==> src/rtl/forward_hazard_ctrl_pkg.sv <==
// Shared definitions for the forwarding/hazard controller: the forward-select
// encodings and the register-index width derivation.
package fwd_pkg;

    typedef enum logic [1:0] {
        FWD_RF  = 2'b00,
        FWD_WB  = 2'b01,
        FWD_MEM = 2'b10
    } fwd_sel_e;

    function automatic int fwd_aw(input int nreg);
        return (nreg > 1) ? $clog2(nreg) : 1;
    endfunction

endpackage

==> src/rtl/forward_hazard_ctrl_if.sv <==
// Pipeline-side bundle of the forwarding/hazard controller: the master is the
// pipeline driving register indices, the slave is the controller.
interface forward_hazard_ctrl_if import fwd_pkg::*; #(
    parameter int RP      = 2,
    parameter int NREG    = 32,
    parameter int MAX_OUT = 4
);
    localparam int AW = fwd_aw(NREG);
    localparam int OW = $clog2(MAX_OUT + 1);

    logic              id_valid;
    logic [RP*AW-1:0]  id_rs;
    logic [RP-1:0]     id_rs_used;
    logic [AW-1:0]     id_rd;
    logic              id_regwrite;
    logic              id_long;
    logic [RP*AW-1:0]  ex_rs;
    logic              ex_memread;
    logic [AW-1:0]     ex_rd;
    logic [AW-1:0]     ex_mem_rd;
    logic [AW-1:0]     mem_wb_rd;
    logic              ex_mem_regwrite;
    logic              mem_wb_regwrite;
    logic              lu_valid;
    logic [AW-1:0]     lu_rd;
    logic [RP*2-1:0]   ex_fwd_sel;
    logic [RP-1:0]     id_lu_fwd;
    logic              stall;
    logic [OW-1:0]     outstanding;
    logic              lu_err;
    logic [31:0]       load_use_cnt;
    logic [31:0]       busy_stall_cnt;

    modport master (
        output id_valid, id_rs, id_rs_used, id_rd, id_regwrite, id_long,
               ex_rs, ex_memread, ex_rd, ex_mem_rd, mem_wb_rd,
               ex_mem_regwrite, mem_wb_regwrite, lu_valid, lu_rd,
        input  ex_fwd_sel, id_lu_fwd, stall, outstanding, lu_err,
               load_use_cnt, busy_stall_cnt
    );

    modport slave (
        input  id_valid, id_rs, id_rs_used, id_rd, id_regwrite, id_long,
               ex_rs, ex_memread, ex_rd, ex_mem_rd, mem_wb_rd,
               ex_mem_regwrite, mem_wb_regwrite, lu_valid, lu_rd,
        output ex_fwd_sel, id_lu_fwd, stall, outstanding, lu_err,
               load_use_cnt, busy_stall_cnt
    );

endinterface

==> src/rtl/forward_hazard_ctrl_port_sel.sv <==
// Per-operand EX forward select: the younger EX/MEM result wins over MEM/WB.
module fwd_port_sel import fwd_pkg::*; #(
    parameter int AW = 5
) (
    input  logic [AW-1:0] rs,
    input  logic [AW-1:0] ex_mem_rd,
    input  logic          ex_mem_regwrite,
    input  logic [AW-1:0] mem_wb_rd,
    input  logic          mem_wb_regwrite,
    output logic [1:0]    sel
);

    always_comb begin
        sel = FWD_RF;
        if (ex_mem_regwrite && ex_mem_rd != '0 && ex_mem_rd == rs)
            sel = FWD_MEM;
        else if (mem_wb_regwrite && mem_wb_rd != '0 && mem_wb_rd == rs)
            sel = FWD_WB;
    end

endmodule

==> src/rtl/forward_hazard_ctrl.sv <==
// Forwarding and hazard controller with a long-latency-unit scoreboard.
// Optional stall performance counters are built when FWD_PERF_CNT_EN is defined.
module forward_hazard_ctrl import fwd_pkg::*; #(
    parameter int RP      = 2,
    parameter int NREG    = 32,
    parameter int MAX_OUT = 4
) (
    input  logic                  clk,
    input  logic                  rst,
    forward_hazard_ctrl_if.slave  bus
);

    localparam int AW = fwd_aw(NREG);
    localparam int OW = $clog2(MAX_OUT + 1);
    localparam logic [OW-1:0] OUT_FULL = OW'(MAX_OUT);

    logic [NREG-1:0] busy;
    logic [OW-1:0]   outstanding_q;
    logic            lu_err_q;
    logic [RP*2-1:0] fwd_sel;
    logic [RP-1:0]   lu_fwd;
    logic [RP-1:0]   load_use;
    logic [RP-1:0]   raw_busy;
    logic            waw;
    logic            structural;
    logic            stall_c;
    logic            issue_long;
    logic            lu_ok;
    logic            lu_bad;

    for (genvar i = 0; i < RP; i++) begin : g_op
        logic [AW-1:0] id_src;
        assign id_src = bus.id_rs[i*AW +: AW];

        fwd_port_sel #(.AW(AW)) u_sel (
            .rs              (bus.ex_rs[i*AW +: AW]),
            .ex_mem_rd       (bus.ex_mem_rd),
            .ex_mem_regwrite (bus.ex_mem_regwrite),
            .mem_wb_rd       (bus.mem_wb_rd),
            .mem_wb_regwrite (bus.mem_wb_regwrite),
            .sel             (fwd_sel[i*2 +: 2])
        );

        assign lu_fwd[i]   = bus.lu_valid && bus.lu_rd != '0 && bus.lu_rd == id_src
                             && bus.id_rs_used[i];
        assign load_use[i] = bus.ex_memread && bus.ex_rd != '0 && bus.ex_rd == id_src
                             && bus.id_rs_used[i];
        // A result arriving from the LU this cycle is bypassed, so it no longer blocks.
        assign raw_busy[i] = busy[id_src] && bus.id_rs_used[i] && !lu_fwd[i];
    end

    assign waw        = bus.id_regwrite && bus.id_rd != '0 && busy[bus.id_rd]
                        && !(bus.lu_valid && bus.lu_rd == bus.id_rd);
    assign structural = bus.id_long && outstanding_q == OUT_FULL && !bus.lu_valid;
    assign stall_c    = bus.id_valid && (|load_use || |raw_busy || waw || structural);
    assign issue_long = bus.id_valid && !stall_c && bus.id_regwrite && bus.id_long
                        && bus.id_rd != '0;
    assign lu_ok      = bus.lu_valid && bus.lu_rd != '0 && busy[bus.lu_rd]
                        && outstanding_q != '0;
    assign lu_bad     = bus.lu_valid && !lu_ok;

    // The set is written last so a same-cycle set and clear leaves the register busy.
    always_ff @(posedge clk or posedge rst) begin
        if (rst) begin
            busy <= '0;
        end else begin
            if (lu_ok)
                busy[bus.lu_rd] <= 1'b0;
            if (issue_long)
                busy[bus.id_rd] <= 1'b1;
        end
    end

    always_ff @(posedge clk or posedge rst) begin
        if (rst) begin
            outstanding_q <= '0;
            lu_err_q      <= 1'b0;
        end else begin
            if (issue_long && !lu_ok && outstanding_q != OUT_FULL)
                outstanding_q <= outstanding_q + 1'b1;
            else if (lu_ok && !issue_long)
                outstanding_q <= outstanding_q - 1'b1;
            if (lu_bad)
                lu_err_q <= 1'b1;
        end
    end

`ifdef FWD_PERF_CNT_EN
    logic [31:0] load_use_q;
    logic [31:0] busy_stall_q;

    always_ff @(posedge clk or posedge rst) begin
        if (rst) begin
            load_use_q   <= '0;
            busy_stall_q <= '0;
        end else begin
            if (bus.id_valid && |load_use && load_use_q != 32'hFFFF_FFFF)
                load_use_q <= load_use_q + 32'd1;
            if ((|raw_busy || waw) && busy_stall_q != 32'hFFFF_FFFF)
                busy_stall_q <= busy_stall_q + 32'd1;
        end
    end

    assign bus.load_use_cnt   = load_use_q;
    assign bus.busy_stall_cnt = busy_stall_q;
`else
    assign bus.load_use_cnt   = '0;
    assign bus.busy_stall_cnt = '0;
`endif

    assign bus.ex_fwd_sel  = fwd_sel;
    assign bus.id_lu_fwd   = lu_fwd;
    assign bus.stall       = stall_c;
    assign bus.outstanding = outstanding_q;
    assign bus.lu_err      = lu_err_q;

endmodule
==> src/flat_wrapper.sv <==
// flat-port wrapper written by rule: the top's interface ports become plain ports
module forward_hazard_ctrl_flat import fwd_pkg::*;
#(
    parameter int RP      = 2,
    parameter int NREG    = 32,
    parameter int MAX_OUT = 4
)
  (clk, rst, bus_id_valid, bus_id_rs, bus_id_rs_used, bus_id_rd, bus_id_regwrite, bus_id_long, bus_ex_rs, bus_ex_memread, bus_ex_rd, bus_ex_mem_rd, bus_mem_wb_rd, bus_ex_mem_regwrite, bus_mem_wb_regwrite, bus_lu_valid, bus_lu_rd, bus_ex_fwd_sel, bus_id_lu_fwd, bus_stall, bus_outstanding, bus_lu_err, bus_load_use_cnt, bus_busy_stall_cnt);
  forward_hazard_ctrl_if #(.RP(RP), .NREG(NREG), .MAX_OUT(MAX_OUT)) bus_i ();
  input  logic clk;
  input  logic rst;
  input wire logic [$bits(bus_i.id_valid)-1:0] bus_id_valid;
  input wire logic [$bits(bus_i.id_rs)-1:0] bus_id_rs;
  input wire logic [$bits(bus_i.id_rs_used)-1:0] bus_id_rs_used;
  input wire logic [$bits(bus_i.id_rd)-1:0] bus_id_rd;
  input wire logic [$bits(bus_i.id_regwrite)-1:0] bus_id_regwrite;
  input wire logic [$bits(bus_i.id_long)-1:0] bus_id_long;
  input wire logic [$bits(bus_i.ex_rs)-1:0] bus_ex_rs;
  input wire logic [$bits(bus_i.ex_memread)-1:0] bus_ex_memread;
  input wire logic [$bits(bus_i.ex_rd)-1:0] bus_ex_rd;
  input wire logic [$bits(bus_i.ex_mem_rd)-1:0] bus_ex_mem_rd;
  input wire logic [$bits(bus_i.mem_wb_rd)-1:0] bus_mem_wb_rd;
  input wire logic [$bits(bus_i.ex_mem_regwrite)-1:0] bus_ex_mem_regwrite;
  input wire logic [$bits(bus_i.mem_wb_regwrite)-1:0] bus_mem_wb_regwrite;
  input wire logic [$bits(bus_i.lu_valid)-1:0] bus_lu_valid;
  input wire logic [$bits(bus_i.lu_rd)-1:0] bus_lu_rd;
  output wire logic [$bits(bus_i.ex_fwd_sel)-1:0] bus_ex_fwd_sel;
  output wire logic [$bits(bus_i.id_lu_fwd)-1:0] bus_id_lu_fwd;
  output wire logic [$bits(bus_i.stall)-1:0] bus_stall;
  output wire logic [$bits(bus_i.outstanding)-1:0] bus_outstanding;
  output wire logic [$bits(bus_i.lu_err)-1:0] bus_lu_err;
  output wire logic [$bits(bus_i.load_use_cnt)-1:0] bus_load_use_cnt;
  output wire logic [$bits(bus_i.busy_stall_cnt)-1:0] bus_busy_stall_cnt;
  assign bus_i.id_valid = bus_id_valid;
  assign bus_i.id_rs = bus_id_rs;
  assign bus_i.id_rs_used = bus_id_rs_used;
  assign bus_i.id_rd = bus_id_rd;
  assign bus_i.id_regwrite = bus_id_regwrite;
  assign bus_i.id_long = bus_id_long;
  assign bus_i.ex_rs = bus_ex_rs;
  assign bus_i.ex_memread = bus_ex_memread;
  assign bus_i.ex_rd = bus_ex_rd;
  assign bus_i.ex_mem_rd = bus_ex_mem_rd;
  assign bus_i.mem_wb_rd = bus_mem_wb_rd;
  assign bus_i.ex_mem_regwrite = bus_ex_mem_regwrite;
  assign bus_i.mem_wb_regwrite = bus_mem_wb_regwrite;
  assign bus_i.lu_valid = bus_lu_valid;
  assign bus_i.lu_rd = bus_lu_rd;
  assign bus_ex_fwd_sel = bus_i.ex_fwd_sel;
  assign bus_id_lu_fwd = bus_i.id_lu_fwd;
  assign bus_stall = bus_i.stall;
  assign bus_outstanding = bus_i.outstanding;
  assign bus_lu_err = bus_i.lu_err;
  assign bus_load_use_cnt = bus_i.load_use_cnt;
  assign bus_busy_stall_cnt = bus_i.busy_stall_cnt;
  forward_hazard_ctrl #(.RP(RP), .NREG(NREG), .MAX_OUT(MAX_OUT)) u_core (.clk(clk), .rst(rst), .bus(bus_i));
endmodule
==> config.mk <==
export PLATFORM = sky130hd
export DESIGN_NAME = forward_hazard_ctrl_flat
export DESIGN_NICKNAME = d
export VERILOG_FILES = /design/src/rtl/forward_hazard_ctrl_pkg.sv /design/src/rtl/forward_hazard_ctrl_if.sv /design/src/rtl/forward_hazard_ctrl_port_sel.sv /design/src/rtl/forward_hazard_ctrl.sv /design/src/flat_wrapper.sv
export SDC_FILE = /design/constraint.sdc
export NUM_CORES = 1
export LEC_CHECK = 0
export BUFFER_PORTS_ARGS = -buffer_cell sky130_fd_sc_hd__buf_2
export CAP_MARGIN = 20
export CORE_AREA = 10 10 117 129
export CTS_CLUSTER_DIAMETER = 50
export DETAILED_ROUTE_END_ITERATION = 8
export DIE_AREA = 0 0 127 139
export PLACE_DENSITY = 0.59
export RECOVER_POWER = 100
export REMOVE_ABC_BUFFERS = 1
export SETUP_SLACK_MARGIN = 0.15
export SYNTH_ARGS = -nofsm -noshare
export SYNTH_HDL_FRONTEND = slang
export SYNTH_SLANG_ARGS = --single-unit
export TNS_END_PERCENT = 1
==> constraint.sdc <==
create_clock -name clk -period 3.2 [get_ports clk]
set_clock_uncertainty 0.2 [all_clocks]
set_input_delay 0.32 -clock clk [delete_from_list [all_inputs] [get_ports clk]]
set_output_delay 0.32 -clock clk [all_outputs]
set_load 0.005 [all_outputs]
==> results by group, run 1 <==
Yosys
  • Largest cells by area after synthesis: dfrtp_1, buf_4, mux4_2
  • Syn Area/Cell: 9.49 µm²
  • Yosys synthesis warning count: 0
  • Post-synth top flop: dfrtp_1
  • Async SR Flop Fraction: 100%
  • Synth Instances: ~440
  • Post-synthesis register bit count: 36
  • Yosys top cell by area: dfrtp_1
  • Number of synthesized flops with an enable pin: 0
  • Mapped Area: just over 4000 µm²
  • Synth top area share: 21.7%
  • Register area share after synthesis: 21.7%
  • Synth cell types: 59

Worst hold path
  • Worst min path class: input pin to flop

Global routing
  • Initial antenna violation count: 0
  • Grt total ovfl: 0
  • First-pass GRT wire length: ~22 mm
  • Pin count of the biggest net entering global routing: 37
  • Vias in the first global route: 4126
  • Gr usage total: ~15%

Power and ir drop
  • Lkg Pwr: 2.44 nW
  • PwrDens: 377 nW/µm²
  • Total power: around 0.002 W
  • Worst VDD drop: 0.000250 V

STA
  • Tcrit/Tclk final: 107%
  • Final Hold Viols: 0
  • Worst rel slew slack: 38.7%
  • Slew Limit Fails: 0
  • Tmin final: 3.42 ns
  • Highest Clock Rate: 0.292 GHz
  • Worst setup margin: -0.220 ns
  • Final TNS setup: -0.369 ns
  • Final setup viols: 2
  • Worst Tran Pin Value: 0.919 ns
  • RSZ-0062 raised after global routing: yes

Clock tree
  • Num CTS Buffers: 5
  • CTS tree: yes
  • H-tree levels: 2
  • Clk Latency, worst-skew pair: 0.29 ns
  • CTS clk-pin slew, worst paths: about 0.06 ns
  • Clk buf depth: 2
  • CTS root buffer: clkbuf_16
  • Num Clock Sinks: 36

Critical path
  • Startpoint types: flop
  • CP endpoint kind: flop
  • CP max stage cell: mux4_2
  • Worst Setup SP: u_core.busy[15]
  • Crit path cell chain: mux4_2 -> mux4_2 -> and2_4 -> o21ai_4 -> o311a_4 -> nand2_8 -> or2_4 -> fa_2 -> a2111o_1 -> a21oi_2 -> a221o_1
  • Reg2Reg Depth: 11
  • Crit path to: u_core.bus.outstanding[2]
  • Worst path max stage delay: ~0.47 ns
  • Maximum fanout along the worst path: 4
  • CP required: around 3.2 ns
  • FF-to-FF setup slack: -0.22 ns
  • Most frequent CP cell: mux4_2
  • End of the worst register-to-register path: u_core.bus.outstanding[2]
  • Worst Path Arrival: 3.45 ns
  • R2R Path Start: u_core.busy[15]
  • WS Path Type: flop to flop

Routing
  • Vias per cell: 5.28
  • Drt total wl: 14.0 mm
  • Via Count: roughly 3900
  • DRT antenna net count: 0
  • Iter 0 DRT Violations: 227
  • Drt first pass iters: 5
  • DRC viols: 0
  • Post-detailed-route wirelength per cell: 18.8 µm

Layout
  • Most frequent cells in the layout: buf_4, conb_1, buf_2, dfrtp_1, xor2_1
  • Layout cell share with drive strength beyond 1: 38.1%
  • Most common cell after layout, fill and taps aside: buf_4
  • P&R area growth vs syn: 27.7%
  • Layout net count: between 600 and 700
  • Ant diodes: 0

Die
  • Initial Util: around 33%
  • Die area: 17700 µm²
  • Core area: 12500 µm²
  • Rows: 43
  • IO Count: ~130
  • Die Y: about 140 µm
  • Die Wd: 127 µm

Placed design
  • IO buf count: 66
  • Final GP Congestion: roughly 0.95
  • DP HPWL: approximately 11 mm
  • Pre-CTS setup slack: -0.535 ns

Status
  • Status: complete, but fails checks
  • Failing checks: setup timing

Job
  • Max Cap Violations: 0
-- through the flow --
stage	hold WS, ns	area [µm²]	instances	util [%]
6_report	0.156	5300	742	42.4
5_1_grt	0.191	5300	742	42.4
4_1_cts	0.160	5300	742	42.5
3_5_place_dp	0.251	5090	732	40.7
3_3_place_gp	0.254	5080	731	40.7
2_1_floorplan	0.198	3740	403	-
-- per-layer routing --
| metal | vias to the layer above | track usage (%) | routed length, µm |
|---|---|---|---|
| met2 | 191 | 25.3 | 6670 |
| met1 | 1895 | 18.7 | 5900 |
| met4 | 0 | 5.34 | 356 |
| met3 | 33 | 3.37 | 1060 |
| li1 | 1798 | - | - |
| met5 | - | 0 | 0 |
-- worst max-delay path, delay by kind of cell (launching register included) --
family | cells | cell delay (ns)
and+or+nand+nor | 3 | 0.44
DFF | 1 | 0.41
muxes | 2 | 0.94
AOI/OAI and AO/OA | 5 | 0.97
adders and majority gates | 1 | 0.41
-- cells in the mapped netlist, drive strengths merged, types with 2 or more instances --
cell / n
nor2: 10
and3b: 2
or4: 6
nor3b: 5
xnor2: 18
or3b: 3
mux2: 8
xor2: 27
mux2i: 25
buf: 76
mux4: 21
and3: 5
o211ai: 3
dfrtp: 36
nand2b: 3
o22ai: 9
a211oi: 3
nand2: 23
or2: 4
nand4b: 2
a21oi: 4
nor4: 13
inv: 14
nand3: 17
o31a: 2
nand4: 10
o2bb2ai: 15
a22o: 12
nor3: 4
nand3b: 4
a22oi: 2
o21ai: 6
clkbuf: 21
or3: 5
a32o: 4
-- power by group --
| part | total (W) | internal, W | switching, W |
|---|---|---|---|
| clock network | 0.000502 | 0.000311 | 0.000191 |
| logic | 0.000870 | 0.000446 | 0.000424 |
| registers | 0.000626 | 0.000529 | 0.0000974 |
-- cell type report --
class | count | area, µm²
clock buffers | 8 | 146
fillers | 1232 | 7190
inverters | 14 | 52.6
multi-input cells | 353 | 2840
flip-flops and latches | 36 | 901
well taps | 157 | 196
repair buffers | 174 | 1160
-- how the worst min path moves through the flow --
stage | startpoint | end | slack (ns) | cells after the start
after floorplan | u_core.busy[0] | u_core.busy[0] | 0.20 | 0
after global placement | rst | u_core.busy[28] | 0.25 | 3
after detailed placement | u_core.bus.lu_err | u_core.bus.lu_err | 0.25 | 1
after CTS | bus_lu_valid | u_core.bus.lu_err | 0.16 | 3
after global routing | bus_lu_valid | u_core.bus.lu_err | 0.19 | 3
final | bus_lu_valid | u_core.bus.lu_err | 0.16 | 3
-- sequential cells by signal, indices dropped and copies added (netlist names) --
signal                  cells
u_core.bus.outstanding      3
u_core.busy                32
u_core.bus.lu_err           1
-- timing repair --
action / in CTS / in global routing
hold buffers: 1 / 0
setup buffers: 1 / 0
setup endpoints to repair: 18 / 19
pin swaps: 15 / 9
endpoints found under the hold margin: 36 / 0
resized for setup: 13 / 8
-- cells by family (layout without fill, tap and decap cells) --
group / count (synthesis) / after routing / share of synthesized area (%)
buf+inv: 111 / 196 / 16.8
simple gates: 119 / 119 / 17.3
xor+xnor: 45 / 45 / 9.50
compound gates: 70 / 70 / 14.1
fa+ha+maj: 1 / 1 / 0.483
mux: 54 / 54 / 20.1
flops: 36 / 36 / 21.7
other cells: 1 / 64 / 0.0904
No activity file was read; power rests on OpenSTA's default activity.
==> inputs of run 2 (changes only) <==
--- a/config.mk
+++ b/config.mk
@@ -6,12 +6,11 @@
 export NUM_CORES = 1
 export LEC_CHECK = 0
 export BUFFER_PORTS_ARGS = -buffer_cell sky130_fd_sc_hd__buf_2
-export CAP_MARGIN = 20
-export CORE_AREA = 10 10 117 129
+export CORE_AREA = 10 10 137 151
 export CTS_CLUSTER_DIAMETER = 50
 export DETAILED_ROUTE_END_ITERATION = 8
-export DIE_AREA = 0 0 127 139
-export PLACE_DENSITY = 0.59
+export DIE_AREA = 0 0 147 161
+export PLACE_DENSITY = 0.46
 export RECOVER_POWER = 100
 export REMOVE_ABC_BUFFERS = 1
 export SETUP_SLACK_MARGIN = 0.15
==> run 2 against run 1 <==
The run still ends with setup timing left. Cell area up 1.4%. First-iteration DRC count down 15%. Critical path depth unchanged. Fmax up 0.19%. Power up 2.8%. Register-to-register slack about the same. Non-clock buffer count down 7. Combinational power down 1%. Worst hold slack better by 0.00057 ns. Clock power up 13%. Sequential power about the same. Setup slack better by 0.0066 ns. Largest power group unchanged.
==> results by group, run 2 (synthesis gave the netlist of run 1 again) <==
Critical path
  • Maximum fanout along the worst path: 4
  • Reg2Reg Depth: 11
  • End of the worst register-to-register path: u_core.bus.outstanding[2]
  • Worst Path Arrival: 3.44 ns
  • FF-to-FF setup slack: -0.21 ns
  • WS Path Type: flop to flop
  • Startpoint types: flop
  • Worst Setup SP: u_core.busy[15]
  • R2R Path Start: u_core.busy[15]
  • CP required: 3.23 ns
  • CP endpoint kind: flop

Global routing
  • Pin count of the biggest net entering global routing: 37
  • Vias in the first global route: 4375
  • Gr usage total: around an eighth
  • Grt total ovfl: 0
  • Initial antenna violation count: 0
  • First-pass GRT wire length: 24.0 mm

STA
  • RSZ-0062 raised after global routing: yes
  • Worst setup margin: -0.214 ns
  • Final setup viols: 4
  • Worst rel slew slack: 36.3%
  • Worst Tran Pin Value: 0.955 ns
  • Tcrit/Tclk final: 107%
  • Final TNS setup: -0.322 ns
  • Tmin final: 3.41 ns
  • Slew Limit Fails: 0
  • Fin Hold WS: 0.157 ns
  • Highest Clock Rate: 0.293 GHz
  • Final Hold Viols: 0

Routing
  • Via Count: between 3000 and 4000
  • Drt first pass iters: 5
  • Post-detailed-route wirelength per cell: between 15 and 20 µm
  • Drt total wl: 14.8 mm
  • DRT antenna net count: 0
  • Iter 0 DRT Violations: roughly 190
  • Vias per cell: 4.74
  • DRC viols: 0

Power and ir drop
  • Worst VDD drop: 0.000179 V
  • Sw Share: between 30% and 40%
  • Combinational fraction of design power: 41.9%
  • Clk pwr share: between 20% and 30%
  • PwrDens: 383 nW/µm²
  • Net switching power: roughly 0.00072 W
  • Lkg Pwr: 2.41 nW
  • Int Pwr: 0.00133 W
  • Seq pwr share: between 30% and 40%

Die
  • Die area: approximately 24000 µm²
  • Initial Util: 23.6%
  • Die Y: 161 µm
  • Rows: 51
  • Core area: between 15000 and 20000 µm²
  • Die Wd: 147 µm
  • IO Count: 131

Clock tree
  • CTS tree: yes
  • Clk Latency, worst-skew pair: around 0.29 ns
  • CTS clk-pin slew, worst paths: 0.06 ns
  • CTS root buffer: clkbuf_16
  • Num CTS Buffers: 5
  • H-tree levels: 2
  • Clk buf depth: 2
  • Num Clock Sinks: 36

Job
  • Max Cap Violations: 0

Status
  • Failing checks: setup timing
  • Status: complete, but fails checks

Layout
  • Fin cells: 816
  • Most common cell after layout, fill and taps aside: buf_4
  • Max reg flops: 32
  • Layout net count: 634
  • Layout cell share with drive strength beyond 1: 37.5%
  • Largest register by flop count: u_core.busy
  • P&R area growth vs syn: 29.4%
  • Most frequent cells in the layout: buf_4, conb_1, buf_2, dfrtp_1, xor2_1
  • Ant diodes: 0
  • Cell area after layout: approximately 5400 µm²

Placed design
  • IO buf count: 66
  • DP HPWL: about 12 mm
  • Cell Area, Placed: about 5100 µm²
  • Final GP Congestion: roughly 0.9
  • Placed cells: about 810
  • Pre-CTS setup slack: -0.568 ns

Worst hold path
  • Hold depth: 3
  • Hold Crit Endpoint: u_core.bus.lu_err
  • Worst hold path startpoint: bus_lu_valid
  • Worst min path class: input pin to flop
run 2: changes by cell type in the layout (fill, tap and decap cells not counted), sizes merged:
cell,before,now
buf,163,156
bufinv,0,1
clkbuf,18,15
clkinv,0,1
clkinvlp,0,1
run 2: final cells by class:
class                   count  area, µm²
inverters                  14       52.6
clock inverters             3       42.5
multi-input cells         353       2830
well taps                 238        298
repair buffers            167       1120
flip-flops and latches     36        901
fillers                  1861      12200
clock buffers               5        125
run 2: worst max-delay path: stages, from the launching register on:
cell and delay, ns:
dfrtp_1 0.41, mux4_2 0.47, mux4_2 0.49, and2_4 0.16, o21ai_4 0.16, o311a_4 0.25
nand2_8 0.05, or2_4 0.23, fa_2 0.39, a2111o_1 0.31, a21oi_2 0.12, a221o_1 0.11
run 2: worst max path at each step:
| stage | end | slack (ns) | cells after the start |
|---|---|---|---|
| 2_1_floorplan | u_core.bus.outstanding[2] | -0.32 | 10 |
| 3_3_place_gp | u_core.bus.outstanding[2] | -0.49 | 11 |
| 3_5_place_dp | u_core.bus.outstanding[2] | -0.57 | 11 |
| 4_1_cts | u_core.bus.outstanding[2] | -0.22 | 11 |
| 5_1_grt | u_core.bus.outstanding[2] | -0.30 | 11 |
| 6_report | u_core.bus.outstanding[2] | -0.21 | 11 |
run 2: layer usage:
metal / track usage (%) / vias up / routed length, µm
met5: 0 / - / 0
met2: 20.5 / 179 / 6970
li1: - / 1784 / -
met3: 2.77 / 22 / 1040
met1: 15.3 / 1886 / 6350
met4: 4.96 / 0 / 398
run 2: power by group through the flow:
stage	logic, W	registers [W]	clock network (W)
finish	0.000860	0.000625	0.000569
global route	0.000943	0.000639	0.000601
CTS	0.000857	0.000624	0.000580
detailed placement	0.000833	0.000631	0
global placement	0.000821	0.000628	0
floorplan	0.000435	0.000610	0
run 2: repair_timing:
item                                    CTS  global route
setup buffers                             1             0
hold endpoints to repair                 36             0
pin swaps                                18            10
gates resized for setup                  14             5
endpoints found under the setup margin   26            27
hold buffers                              1             0
run 2: metrics by stage:
step           total power, W  utilization (%)
2_1_floorplan         0.00105                -
3_3_place_gp          0.00145             29.3
3_5_place_dp          0.00146             29.3
4_1_cts               0.00206             30.6
5_1_grt               0.00218             30.6
6_report              0.00205             30.6
==> inputs of run 3 (changes only) <==
--- a/config.mk
+++ b/config.mk
@@ -5,12 +5,12 @@
 export SDC_FILE = /design/constraint.sdc
 export NUM_CORES = 1
 export LEC_CHECK = 0
-export BUFFER_PORTS_ARGS = -buffer_cell sky130_fd_sc_hd__buf_2
 export CORE_AREA = 10 10 137 151
 export CTS_CLUSTER_DIAMETER = 50
 export DETAILED_ROUTE_END_ITERATION = 8
 export DIE_AREA = 0 0 147 161
-export PLACE_DENSITY = 0.46
+export DONT_BUFFER_PORTS = 1
+export PLACE_DENSITY = 0.39
 export RECOVER_POWER = 100
 export REMOVE_ABC_BUFFERS = 1
 export SETUP_SLACK_MARGIN = 0.15
==> run 3 against run 2 <==
Critical path type unchanged. Via count fell by 8.8%. The run still ends with setup timing left. Worst hold slack got worse by 0.15 ns. Critical path depth unchanged. Largest power group unchanged. Non-clock buffer count is 109 lower.
==> results by group, run 3 (synthesis gave the netlist of run 1 again) <==
Worst hold path
  • Worst min path class: input pin to flop
  • Hold depth: 1
  • Hold Crit Endpoint: u_core.busy[17]
  • Worst hold path startpoint: bus_id_rd[4]

Critical path
  • WS Path Type: flop to flop
  • Worst Setup SP: u_core.busy[15]
  • Worst path max stage delay: 0.49 ns
  • R2R Path Start: u_core.busy[15]
  • CP required: ~3.2 ns
  • FF-to-FF setup slack: -0.19 ns
  • Cell family with most CP delay: multiplexers
  • Crit path cell chain: mux4_2 -> mux4_2 -> and2_4 -> o21ai_4 -> o311a_4 -> nand2_8 -> or2_4 -> fa_2 -> a2111o_1 -> a21oi_2 -> a221o_1
  • CP max stage cell: mux4_2
  • Reg2Reg Depth: 11
  • End of the worst register-to-register path: u_core.bus.outstanding[2]
  • Most frequent CP cell: mux4_2
  • CP endpoint kind: flop
  • Worst Path Arrival: 3.41 ns
  • Crit path buf inv count: 0
  • Startpoint types: flop
  • Maximum fanout along the worst path: 4

Layout
  • Ant diodes: 0
  • Layout Utilization: 26.8%
  • Most frequent cells in the layout: conb_1, buf_4, dfrtp_1, xor2_1, mux2i_1
  • Cell area after layout: 4700 µm²
  • Most common cell after layout, fill and taps aside: conb_1
  • Layout net count: around 530
  • Max reg flops: 32
  • Layout cell share with drive strength beyond 1: 23.9%
  • Largest register by flop count: u_core.busy
  • Fin cells: just over 700
  • P&R area growth vs syn: 13.2%

Status
  • Status: complete, but fails checks
  • Failing checks: setup timing

STA
  • Worst setup margin: -0.186 ns
  • Highest Clock Rate: 0.295 GHz
  • Tmin final: 3.39 ns
  • Final Hold Viols: 0
  • Worst rel slew slack: 32.7%
  • Tcrit/Tclk final: 106%
  • RSZ-0062 raised after global routing: yes
  • Worst Tran Pin Value: 1.01 ns
  • Slew Limit Fails: 0
  • Final setup viols: 2

Power and ir drop
  • PwrDens: 394 nW/µm²
  • Lkg Pwr: 1.95 nW
  • Worst VDD drop: between 0.00015 and 0.0002 V

Global routing
  • Gr usage total: 11.8%
  • Vias in the first global route: 3733
  • Grt total ovfl: 0
  • First-pass GRT wire length: between 20 and 25 mm
  • Pin count of the biggest net entering global routing: 37
  • Initial antenna violation count: 0

Clock tree
  • CTS tree: yes
  • H-tree levels: 2
  • Clk buf depth: 2
  • Num Clock Sinks: 36
  • Num CTS Buffers: 5
  • CTS clk-pin slew, worst paths: 0.06 ns
  • Clk Latency, worst-skew pair: around 0.29 ns
  • CTS root buffer: clkbuf_16

Placed design
  • IO buf count: 0
  • Final GP Congestion: 0.831
  • Placed cells: 696
  • Cell Area, Placed: 4480 µm²
  • DP HPWL: 11.1 mm
  • Pre-CTS setup slack: -0.387 ns

Die
  • Rows: 51
  • Die area: approximately 24000 µm²
  • Die Wd: 147 µm
  • Core area: 17500 µm²
  • IO Count: 131
  • Initial Util: 23.6%
  • Die Y: approximately 160 µm

Routing
  • Iter 0 DRT Violations: between 100 and 150
  • Via Count: 3531
  • Vias per cell: 4.99
  • DRT antenna net count: 0
  • Drt total wl: roughly 15 mm
  • Post-detailed-route wirelength per cell: 20.7 µm
  • DRC viols: 0
  • Drt first pass iters: 5

Job
  • Max Cap Violations: 0
[run 3: cell types whose count changed in the layout (fill, tap and decap cells not counted), sizes merged]
cell,before,now
dlygate4sd3,1,2
clkbuf,15,11
clkinvlp,1,0
bufinv,1,0
clkinv,1,0
buf,156,53
[run 3: metal layers]
| layer | vias to the layer above | wire [µm] | track usage (%) |
|---|---|---|---|
| met3 | 17 | 1600 | 3.63 |
| met2 | 182 | 7190 | 20.7 |
| li1 | 1556 | - | - |
| met1 | 1776 | 5540 | 13.4 |
| met4 | 0 | 312 | 3.97 |
| met5 | - | 0 | 0 |
[run 3: per-stage QoR]
stage | hold slack (ns) | setup TNS (ns) | total power, W
finish | 0.00702 | -0.276 | 0.00185
global route | 0.00585 | -0.484 | 0.00197
CTS | 0.00227 | -0.375 | 0.00185
detailed placement | 0.173 | -0.577 | 0.00132
global placement | 0.174 | -0.538 | 0.00131
floorplan | 0.198 | -0.450 | 0.00105
[run 3: timing repair]
| item | 4_1_cts | 5_1_grt |
|---|---|---|
| endpoints found under the setup margin | 9 | 26 |
| endpoints found under the hold margin | 37 | 0 |
| hold buffers | 2 | 0 |
| setup buffers | 1 | 0 |
| resized for setup | 10 | 7 |
| pin swaps | 7 | 3 |
[run 3: final cells by class]
cell class / count / area [µm²]
Clock buffer: 8 / 146
Fill cell: 1886 / 12900
Inverter: 14 / 52.6
Multi-Input combinational cell: 353 / 2840
Sequential cell: 36 / 901
Tap cell: 238 / 298
Timing Repair Buffer: 58 / 459
[run 3: how the worst max path moves through the flow]
| stage | slack, ns | endpoint | depth (start not counted) |
|---|---|---|---|
| 5_1_grt | -0.31 | u_core.bus.outstanding[2] | 13 |
| 3_5_place_dp | -0.39 | u_core.bus.outstanding[2] | 10 |
| 3_3_place_gp | -0.35 | u_core.bus.outstanding[2] | 10 |
| 2_1_floorplan | -0.32 | u_core.bus.outstanding[2] | 10 |
| 6_report | -0.19 | u_core.bus.outstanding[2] | 11 |
| 4_1_cts | -0.23 | u_core.bus.outstanding[2] | 11 |
[run 3: worst reg2reg max path, delay by kind of cell, from the launching register on]
kind	cells	cell delay [ns]
multiplexers	2	0.98
flip-flops	1	0.37
AO/OA/AOI/OAI	5	0.96
AND/OR/NAND/NOR	3	0.45
adder cells (fa/ha/maj)	1	0.37
[run 3: power breakdown]
part | internal [W] | switching (W)
Clock | 0.000311 | 0.000197
Combinational | 0.000390 | 0.000355
Sequential | 0.000528 | 0.0000718
Total | 0.00123 | 0.000623
